===== src/rtl/game_pkg.sv =====
// Shared constants for the note-key front end: key count, capture FSM encodings
// and the default debounce interval.
package game_pkg;

  localparam int NUM_KEYS            = 4;
  localparam int DEBOUNCE_CYCLES_DEF = 500000;

  typedef enum logic [1:0] {
    IDLE         = 2'd0,
    WAIT_ACK     = 2'd1,
    WAIT_RELEASE = 2'd2
  } cap_state_t;

endpackage


===== src/rtl/key_debouncer.sv =====
// One key: 2-flop synchroniser on the raw active-low pin, then a stability counter
// that flips the debounced level only after DEBOUNCE_CYCLES consecutive disagreeing cycles.
module key_debouncer #(
  parameter int DEBOUNCE_CYCLES = 500000,
  parameter int CNT_W           = 20
) (
  input  logic clk,
  input  logic reset,
  input  logic key_n,
  output logic key_down
);

  logic             key_n_sync1;
  logic             key_n_sync2;
  logic             pressed_s;
  logic [CNT_W-1:0] cnt;

  assign pressed_s = ~key_n_sync2;

  always_ff @(posedge clk or negedge reset) begin
    if (!reset) begin
      key_n_sync1 <= 1'b1;
      key_n_sync2 <= 1'b1;
    end else begin
      key_n_sync1 <= key_n;
      key_n_sync2 <= key_n_sync1;
    end
  end

  // The counter clears at the terminal count, so it can never exceed DEBOUNCE_CYCLES-1.
  always_ff @(posedge clk or negedge reset) begin
    if (!reset) begin
      cnt      <= '0;
      key_down <= 1'b0;
    end else if (pressed_s == key_down) begin
      cnt <= '0;
    end else if (cnt == CNT_W'(DEBOUNCE_CYCLES - 1)) begin
      cnt      <= '0;
      key_down <= ~key_down;
    end else begin
      cnt <= cnt + 1'b1;
    end
  end

endmodule


===== src/rtl/key_press_capture.sv =====
// Note-key front end: debounces each key, captures one press edge as a note,
// holds it until acknowledged and requires all keys released before the next capture.
module key_press_capture #(
  parameter int NUM_KEYS        = game_pkg::NUM_KEYS,
  parameter int DEBOUNCE_CYCLES = game_pkg::DEBOUNCE_CYCLES_DEF,
  parameter int CNT_W           = 20
) (
  input  logic                clk,
  input  logic                reset,
  input  logic [NUM_KEYS-1:0] key_n,
  input  logic                accept_en,
  input  logic                note_ack,
  input  logic                clear_overrun,
  output logic [NUM_KEYS-1:0] note,
  output logic                note_valid,
  output logic [NUM_KEYS-1:0] key_down,
  output logic                overrun
);
  import game_pkg::*;

  cap_state_t          state;
  logic [NUM_KEYS-1:0] key_down_q;
  logic [NUM_KEYS-1:0] rise;

  for (genvar i = 0; i < NUM_KEYS; i++) begin : g_key
    key_debouncer #(
      .DEBOUNCE_CYCLES (DEBOUNCE_CYCLES),
      .CNT_W           (CNT_W)
    ) u_deb (
      .clk      (clk),
      .reset    (reset),
      .key_n    (key_n[i]),
      .key_down (key_down[i])
    );
  end

  assign rise = key_down & ~key_down_q;

  always_ff @(posedge clk or negedge reset) begin
    if (!reset) begin
      key_down_q <= '0;
    end else begin
      key_down_q <= key_down;
    end
  end

  // overrun: clear first so a same-cycle set (later assignment) wins.
  always_ff @(posedge clk or negedge reset) begin
    if (!reset) begin
      state      <= IDLE;
      note       <= '0;
      note_valid <= 1'b0;
      overrun    <= 1'b0;
    end else begin
      if (clear_overrun) begin
        overrun <= 1'b0;
      end
      case (state)
        IDLE: begin
          if (accept_en && (|rise)) begin
            note       <= rise;
            note_valid <= 1'b1;
            state      <= WAIT_ACK;
          end
        end
        WAIT_ACK: begin
          if (|rise) begin
            overrun <= 1'b1;
          end
          if (note_ack) begin
            note       <= '0;
            note_valid <= 1'b0;
            state      <= (|key_down) ? WAIT_RELEASE : IDLE;
          end
        end
        WAIT_RELEASE: begin
          if (key_down == '0) begin
            state <= IDLE;
          end
        end
        default: begin
          note       <= '0;
          note_valid <= 1'b0;
          state      <= IDLE;
        end
      endcase
    end
  end

endmodule


===== config.mk =====
export PLATFORM = sky130hd
export DESIGN_NAME = key_press_capture
export DESIGN_NICKNAME = d
export VERILOG_FILES = /design/src/rtl/game_pkg.sv /design/src/rtl/key_debouncer.sv /design/src/rtl/key_press_capture.sv
export SDC_FILE = /design/constraint.sdc
export NUM_CORES = 1
export LEC_CHECK = 0
export CORE_MARGIN = 2
export CORE_UTILIZATION = 50
export CTS_CLUSTER_DIAMETER = 50
export DETAILED_ROUTE_END_ITERATION = 8
export PLACE_DENSITY_LB_ADDON = 0.05
export RECOVER_POWER = 100
export SYNTH_ARGS = -nofsm -noshare
export SYNTH_HDL_FRONTEND = slang
export SYNTH_SLANG_ARGS = --single-unit
export TNS_END_PERCENT = 10

===== constraint.sdc =====
create_clock -name clk -period 2.6 [get_ports clk]
set_input_delay 0.52 -clock clk [delete_from_list [all_inputs] [get_ports clk]]
set_output_delay 0.52 -clock clk [all_outputs]
set_load 0.05 [all_outputs]

==> results.sh <==
export IMPL_synth_avg_cell_area_um2=10.1
export IMPL_outcome="finished with violations"
export IMPL_ys_seq_area_share_pct=52.8
export IMPL_grt_pass1_vias=3408
export IMPL_path_clk_slew_ns=0.09
export IMPL_path_class="reg -> out"
export IMPL_worstMarginPinSlew_ns=1.96
export IMPL_critPathMaxStageDelay_ns=0.91
export IMPL_yosys_warnings=0
export IMPL_finalSetupViolations=0
export IMPL_cts_hold_buffers_added=0
export IMPL_die_h_um=103
export IMPL_clockBufferDepth=2
export IMPL_hp_class="reg -> reg"
export IMPL_leakage_nw=2.11
export IMPL_async_reset_ff_share_pct=100
export IMPL_fin_crit_ns=2.30
export IMPL_worst_path_max_fanout=6
export IMPL_htreeDepth=3
export IMPL_stdcell_area_um2=5440
export IMPL_dieWidth_um=103
export IMPL_clock_skew_ns=0.0120
export IMPL_cts_tree="built"
export IMPL_rsz0062_at_grt="false"
export IMPL_synth_cell_types=43
export IMPL_endpoint_kind="output port"
export IMPL_syn_to_final_growth_pct=9.99
export IMPL_hpwlAfterDp_um=6470
export IMPL_path_cells="dlygate4sd3_1"
export IMPL_io_buffers=18
export IMPL_ant_nets=0
export IMPL_coreArea_um2=9680
export IMPL_cts_repair_resized=0
export IMPL_layout_common_cells="96 x dfrtp_1, 78 x nor2_1, 44 x xnor2_1, 29 x nand3_1, 26 x nand2_1"
export IMPL_powerDensity_nw_per_um2=514
export IMPL_synth_edf_count=0
export IMPL_slew_violations=36
export IMPL_cp_data_required_time_ns=2.08
export IMPL_cts_root_buf="clkbuf_8"
export IMPL_place_area_um2=5270
export IMPL_grt_antenna_before_repair=0
export IMPL_slew_headroom_pct=-30.5
export IMPL_syn_nets=503
export IMPL_n_antenna_cell=0
export IMPL_layout_commonest_cell="dfrtp_1"
export IMPL_maxCapViolations=1
export IMPL_dieArea_um2=10700
export IMPL_layout_setup_ws_ns=0.300
export IMPL_fin_crit_sh_pct=88.5
export IMPL_violations="capacitance limit, slew limit"
export IMPL_nets=525
export IMPL_fin_util_pct=56.2
export IMPL_vias=3581
export IMPL_synth_top_flop_cell="dfrtp_1"
export IMPL_wl_per_cell_um=14.2
export IMPL_io_pins=19
export IMPL_grt_max_degree=47
export IMPL_syn_instance_count=490
export IMPL_critical_path_top_delay_family="buffers and inverters"
export IMPL_fp_row_count=36
export IMPL_tns_ns=0
export IMPL_gp_congestion=0.803
export IMPL_pre_cts_slack_ns=0.411
export IMPL_viasPerCell=5.51
export IMPL_drcViolationCount=0
export IMPL_power_total_mw=2.80
export IMPL_fin_cells=650
export IMPL_dpl_cell_count=634
export IMPL_start_util_pct=51.1
export IMPL_crit_buf_inv=1
export IMPL_groute_usage_overall_pct=19.1
export IMPL_numCtsBuffers=9
export IMPL_syn_area_um2=4950
export IMPL_clock_sinks=104
export IMPL_drive_gt1_share_pct=6.96
export IMPL_final_hold_viol_count=0
export IMPL_cpMaxStageDelayCell="dlygate4sd3_1"
export IMPL_max_vdd_ir_drop_v=0.000414
export IMPL_clk_latency_ns=0.38
export IMPL_yosys_register_bits=104
export IMPL_wl_um=9200
export IMPL_dr_pass1_iters=4
export IMPL_whs_ns=0.360
export IMPL_postCtsSetupRepairBufs=0
export IMPL_fmax_mhz=435
export IMPL_grt_pass1_wl_um=15900
export IMPL_drt_iter0_drc=116
export IMPL_gr_total_overflow=0
export IMPL_critPathLaunchType="register"
export IMPL_worstPathArrival_ns=1.78
[layout make-up]
class                      instances  area, um2
fill                             912       4240
sequential                       104       2610
multi-input combinational        351       2150
timing repair buffer              25        224
tap                              133        166
clock buffer                      10        138
inverter                          21       78.8
clock inverter                     6       68.8
[sequential cells by signal, indices dropped and copies added (netlist names)]
name                     flops
g_key.u_deb.key_down         4
note_valid                   1
state                        2
g_key.u_deb.cnt             80
note                         4
g_key.u_deb.key_n_sync2      4
overrun                      1
key_down_q                   4
g_key.u_deb.key_n_sync1      4
[power by group]
group	total [mW]	internal, mW	switching [mW]
clock network	1.03	0.474	0.554
registers	1.66	1.64	0.0214
logic	0.103	0.0340	0.0691
[path summary, 6_finish.rpt]
check | start | end | slack (ns) | depth (start not counted)
worst max-delay path | g_key[0].u_deb.key_down$_DFFE_PN0P_ | key_down[0] | 0.30 | 1
worst min-delay path | g_key[3].u_deb.key_n_sync1$_DFF_PN1_ | g_key[3].u_deb.key_n_sync2$_DFF_PN1_ | 0.36 | 0
worst max register to register | g_key[0].u_deb.cnt[12]$_DFF_PN0_ | g_key[0].u_deb.cnt[12]$_DFF_PN0_ | 0.39 | 4
worst min register to register | g_key[3].u_deb.key_n_sync1$_DFF_PN1_ | g_key[3].u_deb.key_n_sync2$_DFF_PN1_ | 0.36 | 0
max in group asynchronous | reset | g_key[1].u_deb.cnt[9]$_DFF_PN0_ | 0.73 | 2
min in group asynchronous | reset | key_down_q[0]$_DFF_PN0_ | 0.68 | 1
[cell usage after synthesis (3+ instances only)]
cell type	n	share of area [%]
ha_1	4	1.0
nand2_1	26	2.0
buf_6	3	0.68
buf_4	4	0.61
xor2_1	16	2.8
o41ai_1	4	0.71
inv_1	21	1.6
or4b_1	5	1.0
nand3_1	29	2.9
or4_1	9	1.4
nor2b_1	4	0.51
clkbuf_1	7	0.53
dfrtp_1	96	49
and4_1	3	0.53
dfstp_2	8	4.2
o21ai_0	11	1.1
xnor2_1	44	7.8
o31ai_1	10	1.5
nor3_1	16	1.6
nor4_1	20	2.5
nand4_1	25	3.2
nor2_1	78	5.9
or3_1	9	1.1
a21oi_1	16	1.6
[cells by family (layout without fill, tap and decap cells)]
logic type                 after synthesis  after routing  synth area share [%]
AOI/OAI and AO/OA                       51             51                  7.23
xor gates and xnor gates                60             60                  10.6
adders and majority gates                4              4                  1.01
buffers and inverters                   35             62                  3.41
DFF                                    104            104                  52.8
muxes                                    2              2                 0.430
and+or+nand+nor                        234            234                  24.5
[layer usage]
layer	track usage, %	wire length, um	vias to the layer above
met1	25.9	4460	1737
met3	5.85	326	8
met4	6.38	142	0
met5	0	0	-
met2	29.6	4270	52
li1	-	-	1784
Power figures use the tool's default switching activity.
